### src/rtl/tl_phase_sched.sv
// Four-phase intersection scheduler (A, A-left, B, B-left) with round-robin hand-off.
// Define TL_ALL_RED_EN to add an all-red CLEAR interval after each yellow.
module tl_phase_sched #(
    parameter int MIN_GREEN  = 2,
    parameter int MAX_GREEN  = 6,
    parameter int YELLOW_CYC = 1,
    parameter int CLEAR_CYC  = 1
) (
    input  logic       clk,
    input  logic       reset,
    input  logic       Ta,
    input  logic       Tal,
    input  logic       Tb,
    input  logic       Tbl,
    output logic [1:0] La,
    output logic [1:0] Lb,
    output logic [3:0] grant
);

`ifdef TL_ALL_RED_EN
    typedef enum logic [1:0] {GREEN, YELLOW, CLEAR} state_t;
`else
    typedef enum logic [1:0] {GREEN, YELLOW} state_t;
    logic unused_clear_cyc;
    assign unused_clear_cyc = ^4'(CLEAR_CYC);
`endif

    localparam logic [1:0] L_GREEN  = 2'b00;
    localparam logic [1:0] L_YELLOW = 2'b01;
    localparam logic [1:0] L_LEFT   = 2'b10;
    localparam logic [1:0] L_RED    = 2'b11;

    state_t     state, state_n;
    logic [1:0] cur_ph, cur_n;
    logic [1:0] nxt_ph, nxt_n;
    logic [3:0] cnt, cnt_n;

    logic [3:0] req;
    logic [4:0] g;
    logic       own_req;
    logic       other_req;
    logic       go_exit;
    logic [1:0] pick;

    assign req       = {Tbl, Tb, Tal, Ta};
    assign g         = {1'b0, cnt} + 5'd1;
    assign own_req   = req[cur_ph];
    assign other_req = |(req & ~(4'b0001 << cur_ph));
    assign go_exit   = other_req && (g >= 5'(MIN_GREEN))
                    && (!own_req || g >= 5'(MAX_GREEN));

    // Scan from farthest to nearest so the nearest requester wins.
    always_comb begin
        pick = cur_ph;
        for (int k = 3; k >= 1; k--) begin
            if (req[cur_ph + 2'(k)]) pick = cur_ph + 2'(k);
        end
    end

    function automatic logic [7:0] lights(input state_t s, input logic [1:0] p);
        logic [1:0] la, lb;
        logic [3:0] gr;
        la = L_RED;
        lb = L_RED;
        gr = 4'b0000;
        if (s == GREEN) begin
            gr = 4'b0001 << p;
            unique case (p)
                2'd0: la = L_GREEN;
                2'd1: la = L_LEFT;
                2'd2: lb = L_GREEN;
                default: lb = L_LEFT;
            endcase
        end else if (s == YELLOW) begin
            if (p[1]) lb = L_YELLOW;
            else      la = L_YELLOW;
        end
        return {la, lb, gr};
    endfunction

    always_comb begin
        state_n = state;
        cur_n   = cur_ph;
        nxt_n   = nxt_ph;
        cnt_n   = cnt;
        unique case (state)
            GREEN: begin
                if (go_exit) begin
                    state_n = YELLOW;
                    cnt_n   = 4'd0;
                    nxt_n   = pick;
                end else if (cnt != 4'd15) begin
                    cnt_n = cnt + 4'd1;
                end
            end
            YELLOW: begin
                if (cnt == 4'(YELLOW_CYC - 1)) begin
                    cnt_n = 4'd0;
`ifdef TL_ALL_RED_EN
                    state_n = CLEAR;
`else
                    state_n = GREEN;
                    cur_n   = nxt_ph;
`endif
                end else begin
                    cnt_n = cnt + 4'd1;
                end
            end
`ifdef TL_ALL_RED_EN
            CLEAR: begin
                if (cnt == 4'(CLEAR_CYC - 1)) begin
                    state_n = GREEN;
                    cur_n   = nxt_ph;
                    cnt_n   = 4'd0;
                end else begin
                    cnt_n = cnt + 4'd1;
                end
            end
`endif
            default: begin
                state_n = GREEN;
                cnt_n   = 4'd0;
            end
        endcase
    end

    // Lights are registered from the next-state values, so they track state exactly.
    always_ff @(posedge clk) begin
        if (reset) begin
            state            <= GREEN;
            cur_ph           <= 2'd0;
            nxt_ph           <= 2'd0;
            cnt              <= 4'd0;
            {La, Lb, grant}  <= {L_GREEN, L_RED, 4'b0001};
        end else begin
            state            <= state_n;
            cur_ph           <= cur_n;
            nxt_ph           <= nxt_n;
            cnt              <= cnt_n;
            {La, Lb, grant}  <= lights(state_n, cur_n);
        end
    end

endmodule

### config.mk
export PLATFORM = sky130hd
export DESIGN_NAME = tl_phase_sched
export DESIGN_NICKNAME = d
export VERILOG_FILES = /design/src/rtl/tl_phase_sched.sv
export SDC_FILE = /design/constraint.sdc
export NUM_CORES = 1
export LEC_CHECK = 0
export CAP_MARGIN = 10
export CORE_MARGIN = 2
export CORE_UTILIZATION = 57
export DETAILED_ROUTE_END_ITERATION = 12
export PLACE_DENSITY_LB_ADDON = 0.12
export SLEW_MARGIN = 20
export SYNTH_ARGS = -nofsm -noshare
export SYNTH_HDL_FRONTEND = slang
export SYNTH_SLANG_ARGS = --single-unit
### constraint.sdc
create_clock -name clk -period 5.7 [get_ports clk]
set_input_delay 1.14 -clock clk [delete_from_list [all_inputs] [get_ports clk]]
set_output_delay 1.14 -clock clk [all_outputs]
set_load 0.01 [all_outputs]
==> impl_metrics.py <==
metrics = {
    "critical_path": {
        "cp.buffers_inverters": 1,
        "critPathArrivalTime_ns": 3.06,
        "crit_type": "in2reg",
        "cp_top_family": "compound AO/OA/AOI/OAI gates",
        "slowest_stage": "mux4_2",
        "cp-start-kind": "primary input",
        "cp_max_fo": 9,
        "cp_slowest_stage_delay_ns": 0.51,
        "crit_chain": "clkdlybuf4s50_1 -> mux4_2 -> o22ai_2 -> nand2_4 -> a221o_1 -> a21o_1",
        "end_kind": "flop",
        "cp.required_ns": 5.89,
    },
    "power_and_ir_drop": {
        "finalPower_uw": 233,
        "ir_worst_vdd_uv": 165,
        "powerDensity_nw_per_um2": 198,
        "switching_share_pct": 26.2,
        "comb_power_share_pct": 17.2,
        "power_leakage_uw": 0.000456,
        "intPower_uw": 172,
        "p_clk_share_pct": 25.1,
        "pwr-share-seq_pct": 57.7,
        "p_sw_uw": 61.0,
    },
    "cts": {
        "insertion_delay_ns": 0.28,
        "clock_sinks": 18,
        "cts_resized": 0,
        "clock_path_buffers": 2,
        "clock-root-buffer": "clkbuf_4",
        "clk_pin_slew_ns": 0.08,
        "cts_hold_buffers": 0,
        "cts_buffers": 3,
        "h-tree-depth": 1,
        "postCtsSetupRepairBufs": 0,
        "cts_tree": "yes",
    },
    "synth": {
        "synth_nets": 128,
        "synth_edf_count": 0,
        "syn-instance-count": 115,
        "yosysUniqueCellTypes": 39,
        "yosysWarnings": 0,
        "synthArstFlopShare_pct": 0,
        "synth_ff_type": "dfxtp_1",
        "synth_seq_cells": 18,
        "avgSynthCellArea_um2": 8.87,
        "mappedNetlistArea_um2": 1020,
        "seq_area_frac_synth_pct": 35.3,
    },
    "route": {
        "via_per_inst": 5.72,
        "vias": 863,
        "drc": 0,
        "ant_nets": 0,
        "wl_per_cell_um": 12.9,
        "drt-initial-drc-count": 22,
        "first_pass_iters": 4,
        "totalWireLength_um": 1950,
    },
    "grt": {
        "grt_start_max_net_pins": 15,
        "grt_pass1_vias": 757,
        "grt_use_total_pct": 21.5,
        "grt_antenna_before_repair": 0,
        "grt_pass1_wl_um": 3290,
        "grt_overflow_total": 0,
    },
    "die": {
        "initial_core_util_pct": 59.7,
        "core_area_um2": 1710,
        "die_height_um": 46.3,
        "dieArea_um2": 2140,
        "rows": 15,
        "die_w_um": 46.3,
        "pin_count": 14,
    },
    "finish": {
        "final_util_pct": 68.9,
        "nNetsFinal": 141,
        "diodes": 0,
        "fin_area_um2": 1180,
        "drive_above_1_share_pct": 7.14,
        "num-fill-cells": 133,
        "syn2layout_area_growth_pct": 15.5,
    },
    "timing": {
        "timing.final.crit_share_pct": 50.5,
        "tightest_slew_ns": 0.463,
        "fin_worst_skew_ns": 0.00123,
        "period_needed_ns": 2.88,
        "slew_headroom_pct": 68.2,
        "tns_ns": 0,
        "fmaxAchievable_ghz": 0.348,
        "maxSlewViolCount": 0,
        "rsz0062_at_grt": "false",
        "hold_violations": 0,
        "setup_viol": 0,
        "layout_setup_ws_ns": 2.82,
    },
    "run": {
        "cap_violations": 0,
    },
    "place": {
        "place_ws_ns": 2.54,
        "portBuffers": 13,
        "place.detailed.hpwl_um": 1470,
        "finalWeightedCongestion": 0.814,
        "place_area_um2": 1150,
    },
    "run_status": {
        "status": "complete, no violations",
    },
    "min_path": {
        "hp-class": "reg2reg",
    },
}
cell type report:
class,instances,area (um^2),share of cell area [%]
Timing Repair Buffer,13,130,11.1
Multi-Input combinational cell,81,592,50.3
Sequential cell,18,360,30.6
Tap cell,25,31.3,2.66
Clock buffer,3,22.5,1.91
Inverter,11,41.3,3.51
worst reg2reg max path: cells and delay by family (launching register included):
| family | cells | cell delay, ns |
|---|---|---|
| compound gates | 4 | 0.96 |
| xor+xnor | 1 | 0.28 |
| flops | 1 | 0.45 |
| fa+ha+maj | 1 | 0.27 |
| simple gates | 1 | 0.13 |
state kept, by name, summed over array words and instances (netlist names):
signal	count
La	2
nxt_ph	2
cnt	4
cur_ph	2
Lb	2
grant	4
state	2
cells by family after synthesis:
logic type,share of synthesized area (%)
AO/OA/AOI/OAI,22.0
flip-flops,35.3
multiplexers,7.24
XOR/XNOR,1.72
other,0.368
adder cells (fa/ha/maj),8.59
AND/OR/NAND/NOR,18.2
buffers and inverters,6.63
power groups by stage:
stage | Sequential (uW) | Clock (uW) | Combinational (uW)
4_1_cts | 134 | 61.3 | 39.9
3_3_place_gp | 137 | 0 | 38.7
2_1_floorplan | 135 | 0 | 28.7
5_1_grt | 135 | 65.6 | 45.0
3_5_place_dp | 137 | 0 | 39.8
6_report | 134 | 58.4 | 40.2
cell usage after synthesis (all sizes together) (3+ instances only):
library cell | number | share of area [%]
dfxtp | 18 | 35
nor2 | 13 | 4.8
inv | 11 | 4.0
ha | 7 | 8.6
o21ai | 5 | 2.5
a21oi | 4 | 2.0
clkbuf | 4 | 1.5
mux2i | 4 | 3.9
nand2 | 4 | 2.2
nand4 | 4 | 2.5
nor3 | 4 | 2.0
o31ai | 4 | 3.4
a211oi | 3 | 2.2
and3 | 3 | 1.8
o22ai | 3 | 2.5
metal layers:
metal  wire length (um)  GRT usage [%]  up-vias
met5                  0              0        -
met4                 21           7.43        0
met3                 57           5.88        5
met2                969           36.1       13
met1                907           26.1      408
li1                   -              -      437
per-stage QoR:
step	instances	hold WS (ns)
floorplan	115	0.448
global placement	148	0.469
detailed placement	148	0.468
CTS	151	0.481
global route	151	0.504
finish	151	0.475
worst paths after layout:
kind	startpoint	to	slack, ns	cells after the start
setup / recovery	Tbl	grant[0]	2.82	6
hold reg to reg	nxt_ph[0]	nxt_ph[0]	0.48	2
hold / removal	nxt_ph[0]	nxt_ph[0]	0.48	2
setup reg to reg	cnt[0]	grant[0]	3.50	7
cell usage in the layout (no fill, tap or decap), types with 2 or more instances in the layout:
| master | n |
|---|---|
| nor2_1 | 13 |
| mux2i_1 | 4 |
| clkdlybuf4s50_1 | 13 |
| a211oi_1 | 3 |
| clkbuf_4 | 3 |
| nand3_1 | 2 |
| nand4_1 | 4 |
| a31oi_1 | 2 |
| o22ai_1 | 2 |
| nor3_1 | 4 |
| inv_1 | 10 |
| and3_1 | 3 |
| o21ai_0 | 4 |
| a21oi_1 | 4 |
| nand2_1 | 3 |
| ha_1 | 7 |
| dfxtp_1 | 18 |
| o31ai_1 | 3 |
| o211ai_1 | 2 |
| nand2b_1 | 2 |
| and2_1 | 2 |
(Power assumes the default switching activity.)
